**src/rtl/axis_to_vid_out.sv**
```systemverilog
// AXI4-Stream (tuser = SOF, tlast = EOL) to native parallel video output.
// A free-running timing generator sets the output timing; a lock FSM aligns the stream to it.
module axis_to_vid_out #(
  parameter int         H_ACTIVE  = 720,
  parameter int         H_FP      = 16,
  parameter int         H_SYNC    = 62,
  parameter int         H_BP      = 60,
  parameter int         V_ACTIVE  = 480,
  parameter int         V_FP      = 9,
  parameter int         V_SYNC    = 6,
  parameter int         V_BP      = 30,
  parameter int         SYNC_POL  = 0,
  parameter logic [7:0] BLANK_VAL = 8'h00
) (
  input  logic       aclk,
  input  logic       reset,
  input  logic [7:0] s_axis_tdata,
  input  logic       s_axis_tvalid,
  output logic       s_axis_tready,
  input  logic       s_axis_tlast,
  input  logic       s_axis_tuser,
  output logic [7:0] vid_data,
  output logic       vid_hsync,
  output logic       vid_vsync,
  output logic       vid_active_video,
  output logic       locked,
  output logic       underflow_err,
  output logic       sync_err
);

  localparam int H_TOTAL = H_ACTIVE + H_FP + H_SYNC + H_BP;
  localparam int V_TOTAL = V_ACTIVE + V_FP + V_SYNC + V_BP;
  // One spare code so the sync end position is representable even with a zero back porch.
  localparam int HW = $clog2(H_TOTAL + 1);
  localparam int VW = $clog2(V_TOTAL + 1);

  localparam logic [HW-1:0] H_LAST   = HW'(H_TOTAL - 1);
  localparam logic [HW-1:0] H_ACT    = HW'(H_ACTIVE);
  localparam logic [HW-1:0] H_EOL    = HW'(H_ACTIVE - 1);
  localparam logic [HW-1:0] HS_START = HW'(H_ACTIVE + H_FP);
  localparam logic [HW-1:0] HS_END   = HW'(H_ACTIVE + H_FP + H_SYNC);
  localparam logic [VW-1:0] V_LAST   = VW'(V_TOTAL - 1);
  localparam logic [VW-1:0] V_ACT    = VW'(V_ACTIVE);
  localparam logic [VW-1:0] VS_START = VW'(V_ACTIVE + V_FP);
  localparam logic [VW-1:0] VS_END   = VW'(V_ACTIVE + V_FP + V_SYNC);
  localparam logic          SYNC_ON  = (SYNC_POL != 0);

  typedef enum logic {WAIT_SOF, LOCKED} state_t;

  state_t          state_q, state_d;
  logic [HW-1:0]   hcount_q, hcount_d;
  logic [VW-1:0]   vcount_q, vcount_d;
  logic            active, hs, vs, at_origin, eol_pos;
  logic            ready_c, take_c, underflow_d, sync_err_d;
  logic [7:0]      vid_data_q;
  logic            hsync_q, vsync_q, active_q, underflow_q, sync_err_q;

  always_comb begin
    hcount_d = (hcount_q == H_LAST) ? '0 : hcount_q + 1'b1;
    vcount_d = vcount_q;
    if (hcount_q == H_LAST) vcount_d = (vcount_q == V_LAST) ? '0 : vcount_q + 1'b1;
  end

  assign active    = (hcount_q < H_ACT) && (vcount_q < V_ACT);
  assign hs        = (hcount_q >= HS_START) && (hcount_q < HS_END);
  assign vs        = (vcount_q >= VS_START) && (vcount_q < VS_END);
  assign at_origin = (hcount_q == '0) && (vcount_q == '0);
  assign eol_pos   = (hcount_q == H_EOL);

  // NOTE: every signal gets a default before the case so no path leaves one unassigned (no latches).
  always_comb begin
    state_d     = state_q;
    ready_c     = 1'b0;
    take_c      = 1'b0;
    underflow_d = 1'b0;
    sync_err_d  = 1'b0;
    case (state_q)
      WAIT_SOF: begin
        if (s_axis_tvalid && !s_axis_tuser) begin
          ready_c = 1'b1;
        end else if (s_axis_tvalid && s_axis_tuser && at_origin) begin
          ready_c = 1'b1;
          take_c  = 1'b1;
          state_d = LOCKED;
        end
      end
      LOCKED: begin
        if (active) begin
          ready_c = 1'b1;
          if (!s_axis_tvalid) begin
            underflow_d = 1'b1;
            state_d     = WAIT_SOF;
          end else if (s_axis_tuser && !at_origin) begin
            // Leave the early SOF in the stream so it can start the next frame.
            ready_c    = 1'b0;
            sync_err_d = 1'b1;
            state_d    = WAIT_SOF;
          end else begin
            take_c = 1'b1;
            if (s_axis_tlast != eol_pos) begin
              sync_err_d = 1'b1;
              state_d    = WAIT_SOF;
            end
          end
        end
      end
      default: state_d = WAIT_SOF;
    endcase
  end

  // NOTE: non-blocking assignments so every register samples pre-edge values.
  always_ff @(posedge aclk) begin
    if (reset) begin
      state_q     <= WAIT_SOF;
      hcount_q    <= '0;
      vcount_q    <= '0;
      vid_data_q  <= BLANK_VAL;
      hsync_q     <= ~SYNC_ON;
      vsync_q     <= ~SYNC_ON;
      active_q    <= 1'b0;
      underflow_q <= 1'b0;
      sync_err_q  <= 1'b0;
    end else begin
      state_q     <= state_d;
      hcount_q    <= hcount_d;
      vcount_q    <= vcount_d;
      vid_data_q  <= take_c ? s_axis_tdata : BLANK_VAL;
      hsync_q     <= hs ? SYNC_ON : ~SYNC_ON;
      vsync_q     <= vs ? SYNC_ON : ~SYNC_ON;
      active_q    <= active;
      underflow_q <= underflow_d;
      sync_err_q  <= sync_err_d;
    end
  end

  // Ready is combinational from the counters, so it is forced low while reset is applied.
  assign s_axis_tready    = ready_c && !reset;
  assign vid_data         = vid_data_q;
  assign vid_hsync        = hsync_q;
  assign vid_vsync        = vsync_q;
  assign vid_active_video = active_q;
  assign locked           = (state_q == LOCKED);
  assign underflow_err    = underflow_q;
  assign sync_err         = sync_err_q;

endmodule

```
**config.mk**
```make
export PLATFORM = sky130hd
export DESIGN_NAME = axis_to_vid_out
export DESIGN_NICKNAME = d
export VERILOG_FILES = /design/src/rtl/axis_to_vid_out.sv
export SDC_FILE = /design/constraint.sdc
export NUM_CORES = 1
export LEC_CHECK = 0
export ABC_AREA = 0
export CORE_MARGIN = 4
export CORE_UTILIZATION = 45
export CTS_CLUSTER_DIAMETER = 40
export DETAILED_ROUTE_END_ITERATION = 7
export PLACE_DENSITY = 0.73
export SLEW_MARGIN = 20
export SYNTH_ARGS = -nofsm -noshare
export SYNTH_HDL_FRONTEND = slang
export SYNTH_SLANG_ARGS = --single-unit
export TNS_END_PERCENT = 50
```
**constraint.sdc**
```tcl
create_clock -name aclk -period 1.62 [get_ports aclk]
set_input_delay 0.324 -clock aclk [delete_from_list [all_inputs] [get_ports aclk]]
set_output_delay 0.324 -clock aclk [all_outputs]
set_load 0.01 [all_outputs]
```
==> Word level (Yosys, flattened, before mapping) <==
Cells that the tools add are included.
{ "word_totals": {"reg_bits": 34, "input_bits": 13, "output_inout_bits": 15, "wordCells": 64} }
{ "op_classes": {"addsub": 2, "magnitude_cmp": 6, "n_eq_ne": 4, "mux": 21, "n_bitwise": 4, "reduce_logical": 18} }
{ "ops": {"columns": ["operator", "n"], "rows": [
  ["== test 10 bit, second input constant", 3],
  ["adder 10 x 1 -> 10 bit, second input constant", 2],
  ["zero test 10 bit", 2],
  ["< comparator 10 bit, second input constant", 2],
  ["< comparator 10 x 9 -> 1 bit, second input constant", 2],
  ["two-way mux 1 bit", 17],
  ["greater-or-equal comparator 10 bit, second input constant", 1],
  ["greater-or-equal comparator 10 x 9 -> 1 bit, second input constant", 1],
  ["two-way mux 10 bit", 1],
  ["logical AND 1 bit", 9],
  ["case mux 1 bit (2 select lines)", 3],
  ["inverter 1 bit", 4],
  ["OR reduction 2 bit", 2],
  ["OR reduction 4 bit", 1],
  ["zero test 1 bit", 3],
  ["OR reduction 3 bit", 1],
  ["inequality test 1 bit", 1]
]} }

==> Longest topological paths before layout <==
{ "logic_depth": {"depth_word": 10, "mapped_depth": 8, "mapped_depth_nobuf": 6} }

==> Worst setup path before layout <==
Ideal clock, no wire load.
{ "synth_timing": {"kind": "reg-to-output", "startpoint": "reg hcount_q[0]", "endpoint": "out s_axis_tready", "arrival_ps": 1595, "slack_ps": -299, "stages_incl_launch_ff": 8, "path_buffers": 1, "cell_sequence": "dfxtp_1 > inv_1 > ha_1 > nor4b_1 > nand4_1 > o21a_1 > buf_2 > a211oi_1"} }
{ "synth_via": {"elab_chain_len": 9, "elab_cells_between_ends": 14} }
{ "synth_rtl": {"columns": ["item", "line_no", "rtl"], "rows": [
  ["start: declaration", "51", "logic [HW-1:0] hcount_q, hcount_d;"],
  ["start signal: assignment", "125", "hcount_q <= hcount_d;"],
  ["branches (longest 7 deep; another with < comparator 10 bit)", null, null],
  ["case mux 1 bit (2 select lines) *", "77", "case (state_q)"],
  ["logical AND 1 bit *", "137", "assign s_axis_tready = ready_c && !reset;"],
  ["end: declaration", "19", "output logic s_axis_tready,"]
]} }
Every way passes the cells marked *.

==> Final worst setup path <==
{ "layout_timing": {"startpoint": "reg hcount_q[1]", "endpoint": "out s_axis_tready"} }
Same word-level chain as after synthesis.

==> results.yml <==
sta:
  fin_crit_sh: 1.27
  rsz0062_at_grt: "yes"
  max-slew-margin-rel: 0.795
  worstMarginPinSlew_ns: 0.306
  hold_viol: 0
  drv_slew: 0
  setup_slack_ns: -0.438
  setup_violations: 7
  max_freq_mhz: 486
  whs_ns: 0.540
  layout_min_cycle_time_ns: 2.06
  fin_tns_setup_ns: -0.879
  worst_clock_skew_ns: 0.00683
grt:
  antenna_found_initial: 0
  grt.total_usage: 0.226
  first_global_vias: 1762
  busiest_layer: "met2"
  met3_usage: 0.0681
  grt_first_pass_wirelength_mm: 7.77
  use_met2: 0.401
  grt_max_degree: 12
  gr-usage-met1: 0.238
  overflow: 0
synthesis:
  synth_top_family_by_area: "simple AND/OR/NAND/NOR gates"
  synth_compound_area_frac: 0.103
  synthMuxAreaShare: 0.00600
  ys.warnings.count: 0
  synth_area_sq_um: 1670
  synth-edff-count: 0
  ys_seq_area_frac: 0.408
  syn_inst: 193
  avgSynthCellArea_sq_um: 8.64
  synth-main-ff-cell: "dfxtp_1"
  ys_ff_latch: 34
  synth.distinct_cells: 45
  synthArstFlopShare: 0
  synth_fa_ha_area_frac: 0.0525
  yosys.area_share.xor_xnor: 0.0578
  synth_nets: 213
  synth-simple-area-share: 0.314
setup_path:
  start_kind: "flip-flop"
  arrival_ns: 1.73
  critPathKind: "reg2out"
  crit_path_max_fanout: 2
  worstPathRequired_ns: 1.30
  crit_path_end_kind: "primary output"
  reg2regPathDepth: 7
final_layout:
  antenna_cells: 0
  layout.nets: 284
  postLayoutCellArea_sq_um: 2640
  post_route_cells_drive_above_1_share: 0.355
  syn_to_final_growth_pct: 58.2
  instances_no_fill: 311
floorplanning:
  fp.coreArea_sq_um: 3470
  die_area_sq_um: 4740
  die_w_um: 68.9
  initial_utilization: 0.481
  rows: 21
  ioPinCount: 28
  die_height_um: 68.9
drt:
  drtAntennaViolNets: 0
  drc_errors: 0
  vias: 1753
  avgRoutedWirePerCell_um: 15.8
  via_per_inst: 5.64
  totalWireLength_mm: 4.92
  drt-pass1-iter-count: 4
  drt-initial-drc-count: 85
clock_tree:
  clockBufferDepth: 2
  cts_buffers: 5
  clock-sinks: 34
  ctsRootBufferMaster: "clkbuf_8"
  htree_num_levels: 2
  worstSkewPairLatency_ns: 0.29
  clkTransAtPathRegs_ns: 0.06
  cts_tree: "built"
hold_path:
  hold_depth: 2
  hp-class: "reg2reg"
place:
  dp_hpwl_mm: 3.28
  gp_congestion: 0.914
  port_buffers: 27
  placed_cells: 298
  postPlaceCellArea_sq_um: 2300
job:
  cap_violations: 0
run_status:
  status: "finished with violations"
  violations: "setup timing"
power:
  power_leakage_nw: 1.06
  peakVddDrop_v: 0.000528
  total_power_mw: 1.75
  p_per_area_nw_per_um2: 661
[state kept, by name, indices dropped and copies added, names as in the netlist]
name,cells
hcount_q,10
vcount_q,10
vid_data,8
locked,1
sync_err,1
underflow_err,1
vid_active_video,1
vid_hsync,1
vid_vsync,1
[metrics by stage]
stage	setup slack (ns)	utilization
after floorplan	-0.0849	-
after global placement	-0.548	0.663
after detailed placement	-0.557	0.663
after CTS	-0.449	0.723
after global routing	-0.539	0.761
final	-0.438	0.761
[where the power goes]
| part | switching (mW) | leakage, nW | total [mW] | internal, mW |
|---|---|---|---|---|
| logic | 0.109 | 0.731 | 0.236 | 0.127 |
| registers | 0.00736 | 0.277 | 0.859 | 0.852 |
| clock network | 0.308 | 0.0482 | 0.650 | 0.343 |
| total | 0.424 | 1.06 | 1.75 | 1.32 |
[layer usage]
| layer | part of all wire | up-vias |
|---|---|---|
| met5 | 0 | - |
| met4 | 0.029 | 0 |
| met2 | 0.50 | 60 |
| met1 | 0.40 | 845 |
| li1 | - | 832 |
| met3 | 0.069 | 16 |
[final cells by class]
class                      count  area (sq um)
fill                         232           830
inverter                      13          48.8
timing repair buffer          73           644
multi-input combinational    137          1110
clock buffer                   7          86.3
tap                           46          57.6
sequential                    34           684
clock inverter                 1          5.00
[kinds of logic after synthesis]
logic type,Yosys count
DFF,34
adders and majority gates,7
and+or+nand+nor,92
xor gates and xnor gates,11
buffers and inverters,22
muxes,1
AOI/OAI and AO/OA,26
[cells in the final DEF (no fill, tap or decap), types with 2 or more instances in the layout]
cell	instances
ha_1	4
a21oi_1	5
nand2_1	9
inv_2	4
xnor2_1	5
nor4_1	3
or3_4	2
clkdlybuf4s50_1	25
nand3b_1	2
inv_1	9
nor2_1	20
nand4_1	13
clkbuf_8	6
xor2_1	6
o21ai_1	2
and3_1	5
nor3_1	3
buf_4	40
a22oi_1	3
nor2b_1	2
ha_2	2
buf_6	5
nand3_1	8
a21oi_2	4
dfxtp_1	31
nor4_4	3
nor4_2	5
dfxtp_2	3
[timing repair]
item	4_1_cts	5_1_grt
pin swaps	8	14
hold buffers	0	0
resized for setup	16	35
buffers inserted	10	1
endpoints found under the setup margin	21	32
[synth_stat cells, drive strengths merged, types with 2 or more instances]
library cell	n	area share
dfxtp	34	0.41
nor2	21	0.047
inv	13	0.029
nand4	13	0.049
nor4	11	0.045
a21oi	9	0.027
nand2	9	0.020
nand3	9	0.027
buf	8	0.028
ha	7	0.053
and3	6	0.023
xor2	6	0.032
xnor2	5	0.026
o21ai	4	0.012
a22oi	3	0.014
nor2b	3	0.011
nor3	3	0.0090
nand2b	2	0.0075
nand3b	2	0.0090
o41ai	2	0.011
or3	2	0.0075
[final timing paths]
kind                from             to  slack (ns)
max reg2reg  hcount_q[1]    vcount_q[9]       -0.15
min reg2reg  hcount_q[0]    hcount_q[0]        0.54
max          hcount_q[1]  s_axis_tready       -0.44
min          hcount_q[0]    hcount_q[0]        0.54
[worst max-delay path, stage by stage, from the launching register on]
cell	delay, ns
dfxtp_2	0.32
inv_2	0.08
ha_4	0.12
nor4b_4	0.16
nand4_1	0.16
o21a_1	0.25
a211oi_4	0.19
buf_2	0.16
Power figures use the tool's default switching activity.
==> edit (same settings) <==
`H_SYNC`: 62 -> 124.
--- a/src/rtl/axis_to_vid_out.sv
+++ b/src/rtl/axis_to_vid_out.sv
@@ -4,5 +4,5 @@
   parameter int         H_ACTIVE  = 720,
   parameter int         H_FP      = 16,
-  parameter int         H_SYNC    = 62,
+  parameter int         H_SYNC    = 124,
   parameter int         H_BP      = 60,
   parameter int         V_ACTIVE  = 480,
Formal check against the unedited RTL: same outputs for any inputs over 10 cycles, from zero or initial values and one cycle with reset high; that may be too few to reach the edited logic, so the function may still have changed.
==> edit against the unedited design <==
The flow still finishes with violations (setup timing); sequential cell count unchanged; cell count is 2.6% higher; sequential power hardly changed; clock power rose by 18%; power is 6.5% higher; worst setup slack lost 0.50 ns; routed wire length barely moved; worst hold slack worse by 0.033 ns; highest routed layer unchanged; sequential share of layout area shrank 0.27 points; clock skew up 0.0020 ns; cell area grew 1.6%; largest power group unchanged; area after synthesis about the same; synthesized cell count unchanged.
==> edit: results (changes against the unedited design) <==
Parameter                              Value

Run status
  Status    complete, but fails checks
  Failing checks    setup timing

Critical path
  Largest stage delay, worst path    0.55 ns (+0.23 ns)
  WP data arrival    2.24 ns (+0.51 ns)
  Slowest library cell on the worst path    sky130_fd_sc_hd__or4_1
  Worst-path fanout max    2 (unchanged)
  Dominant delay contributor by cell family on the critical path    simple AND/OR/NAND/NOR gates

Clock network
  CTS Root Buffer Type    sky130_fd_sc_hd__clkbuf_8
  Number of buffers on the longest clock path    2 (unchanged)
  Clock latency at the later pin of the worst-skew pair    0.29 ns (about the same)
  Total CTS buffers    5 (unchanged)
  Clock-pin slew of the registers on the worst-case setup and hold paths    ~0.070 ns
  Number of H-tree levels    2 (unchanged)

Logic synthesis
  Per-instance average area after synthesis    8.635 um2 (about the same)
  Yosys warning count    0 (unchanged)
  Nets in the synthesized netlist    212 (-0.47%)
  Proportion of synthesized chip area in sequential cells    40.84% (about the same)
  Main area contributors after synthesis    sky130_fd_sc_hd__dfxtp_1, sky130_fd_sc_hd__nor3_2, sky130_fd_sc_hd__ha_1, sky130_fd_sc_hd__nand2_1, sky130_fd_sc_hd__nor2_1
  FFs w/ async S/R, synth    0% (unchanged)
  Synth top cells by count    sky130_fd_sc_hd__dfxtp_1, sky130_fd_sc_hd__nand2_1, sky130_fd_sc_hd__nor2_1
  Unique cell type count in the Yosys netlist    43 (-4.4%)

Global route
  Initial antenna violation count    0 (unchanged)
  Largest net degree at the start of global routing    12 (unchanged)
  Global-route wire length before repair    7.452 mm (-4.1%)
  Via count of the first global-routing pass    1619 (-8.1%)
  GRT Util Overall    21.38% (-1.3 points)

Finish
  Antenna diodes    0 (unchanged)
  Number of cells in the finished layout apart from fillers    319 (+2.6%)
  # nets final    291 (+2.5%)
  Fraction of layout cells with a size suffix above 1    37.73% (+2.3 points)

Place
  Standard cell area after detailed placement    2321 um2 (+0.98%)
  Routability Congestion    0.9252 (+1.2%)
  Number of cells in the design after placement    302 (+1.3%)
  Number of buffers added on ports    27 (unchanged)
  Total half-perimeter wirelength after legalization and detailed placement    3.226 mm (-1.8%)

Drt
  Number of DRC violations after detailed-routing iteration 0    159 (+87%)
  Final wirelength    4.919 mm (about the same)
  Iteration count of the initial detailed-routing pass    4 (unchanged)
  Number of vias in the routed layout    1762 (+0.51%)

Timing
  Least-Margin Pin Slew    0.3876 ns (+0.08157 ns)
  Crit path setup slack, layout    -0.9392 ns (-0.5016 ns)
  Clock Skew    0.008784 ns (+0.001955 ns)
  Setup violators final    22 (+15)

Power
  Leakage dissipation    1.030 nW (-2.5%)
  Worst vdd ir    0.5544 mV (+5.1%)
  Cell-internal power    1.434 mW (+8.5%)

Worst hold path
  Kind of path behind the tightest hold check    flip-flop to flip-flop
[edit: final cells by class]
cell class,instances,area (um2)
Tap cell,46,57.56
Fill cell,204,760.7
Timing Repair Buffer,82,710.7
Inverter,10,37.54
Multi-Input combinational cell,139,1079
Clock inverter,3,40.04
Sequential cell,34,688.2
Clock buffer,5,68.82
[edit: power groups by stage]
stage          Clock [mW]  Combinational (mW)  Sequential [mW]
3_3_place_gp            0               0.177            0.874
4_1_cts             0.782               0.199            0.857
5_1_grt             0.818               0.249            0.858
6_report            0.768               0.233            0.858
2_1_floorplan           0              0.0791            0.883
3_5_place_dp            0               0.183            0.875
[edit: per-stage QoR]
step / setup TNS, ns / utilization [%] / power (mW) / setup slack [ns] / hold WS [ns]
6_report: -10.71 / 77.90 / 1.859 / -0.9392 / 0.5069
5_1_grt: -11.83 / 77.90 / 1.925 / -1.005 / 0.5329
4_1_cts: -7.433 / 74.37 / 1.838 / -0.9134 / 0.4971
3_5_place_dp: -10.35 / 67.43 / 1.058 / -1.048 / 0.4838
2_1_floorplan: -3.582 / - / 0.9622 / -0.5149 / 0.4025
3_3_place_gp: -8.447 / 67.43 / 1.051 / -1.019 / 0.4772
[edit: cells by family (layout without fill, tap and decap cells)]
group	Yosys count	in the layout	synth area share, %
AOI/OAI and AO/OA	27	27	10.96
xor gates and xnor gates	11	11	5.781
adders and majority gates	6	6	4.504
buffers and inverters	20	100	5.030
DFF	34	34	40.84
and+or+nand+nor	95	95	32.88
[edit: layer usage]
metal	up-vias	GRT usage, %	share of wire, %
met2	72	37.02	50
met5	-	0	0
li1	845	-	-
met1	827	24.50	40
met3	18	6.321	7.4
met4	0	8.516	3.2
[edit: worst min-delay path, stage by stage (launching register included)]
cell and delay, ns:
sky130_fd_sc_hd__dfxtp_1 0.34, sky130_fd_sc_hd__inv_1 0.08, sky130_fd_sc_hd__nor4_1 0.05
[edit: path summary, 6_finish.rpt]
kind | endpoint | slack [ns] | cells past startpoint | from
setup / recovery | s_axis_tready | -0.94 | 5 | hcount_q[9]
hold / removal | underflow_err | 0.51 | 2 | locked
setup reg to reg | vid_data[5] | -0.85 | 8 | hcount_q[9]
hold reg to reg | underflow_err | 0.51 | 2 | locked
[edit: repair_timing]
action,CTS,global route
endpoints found under the setup margin,32,31
resized for setup,28,21
setup buffers,4,7
pin swaps,25,10
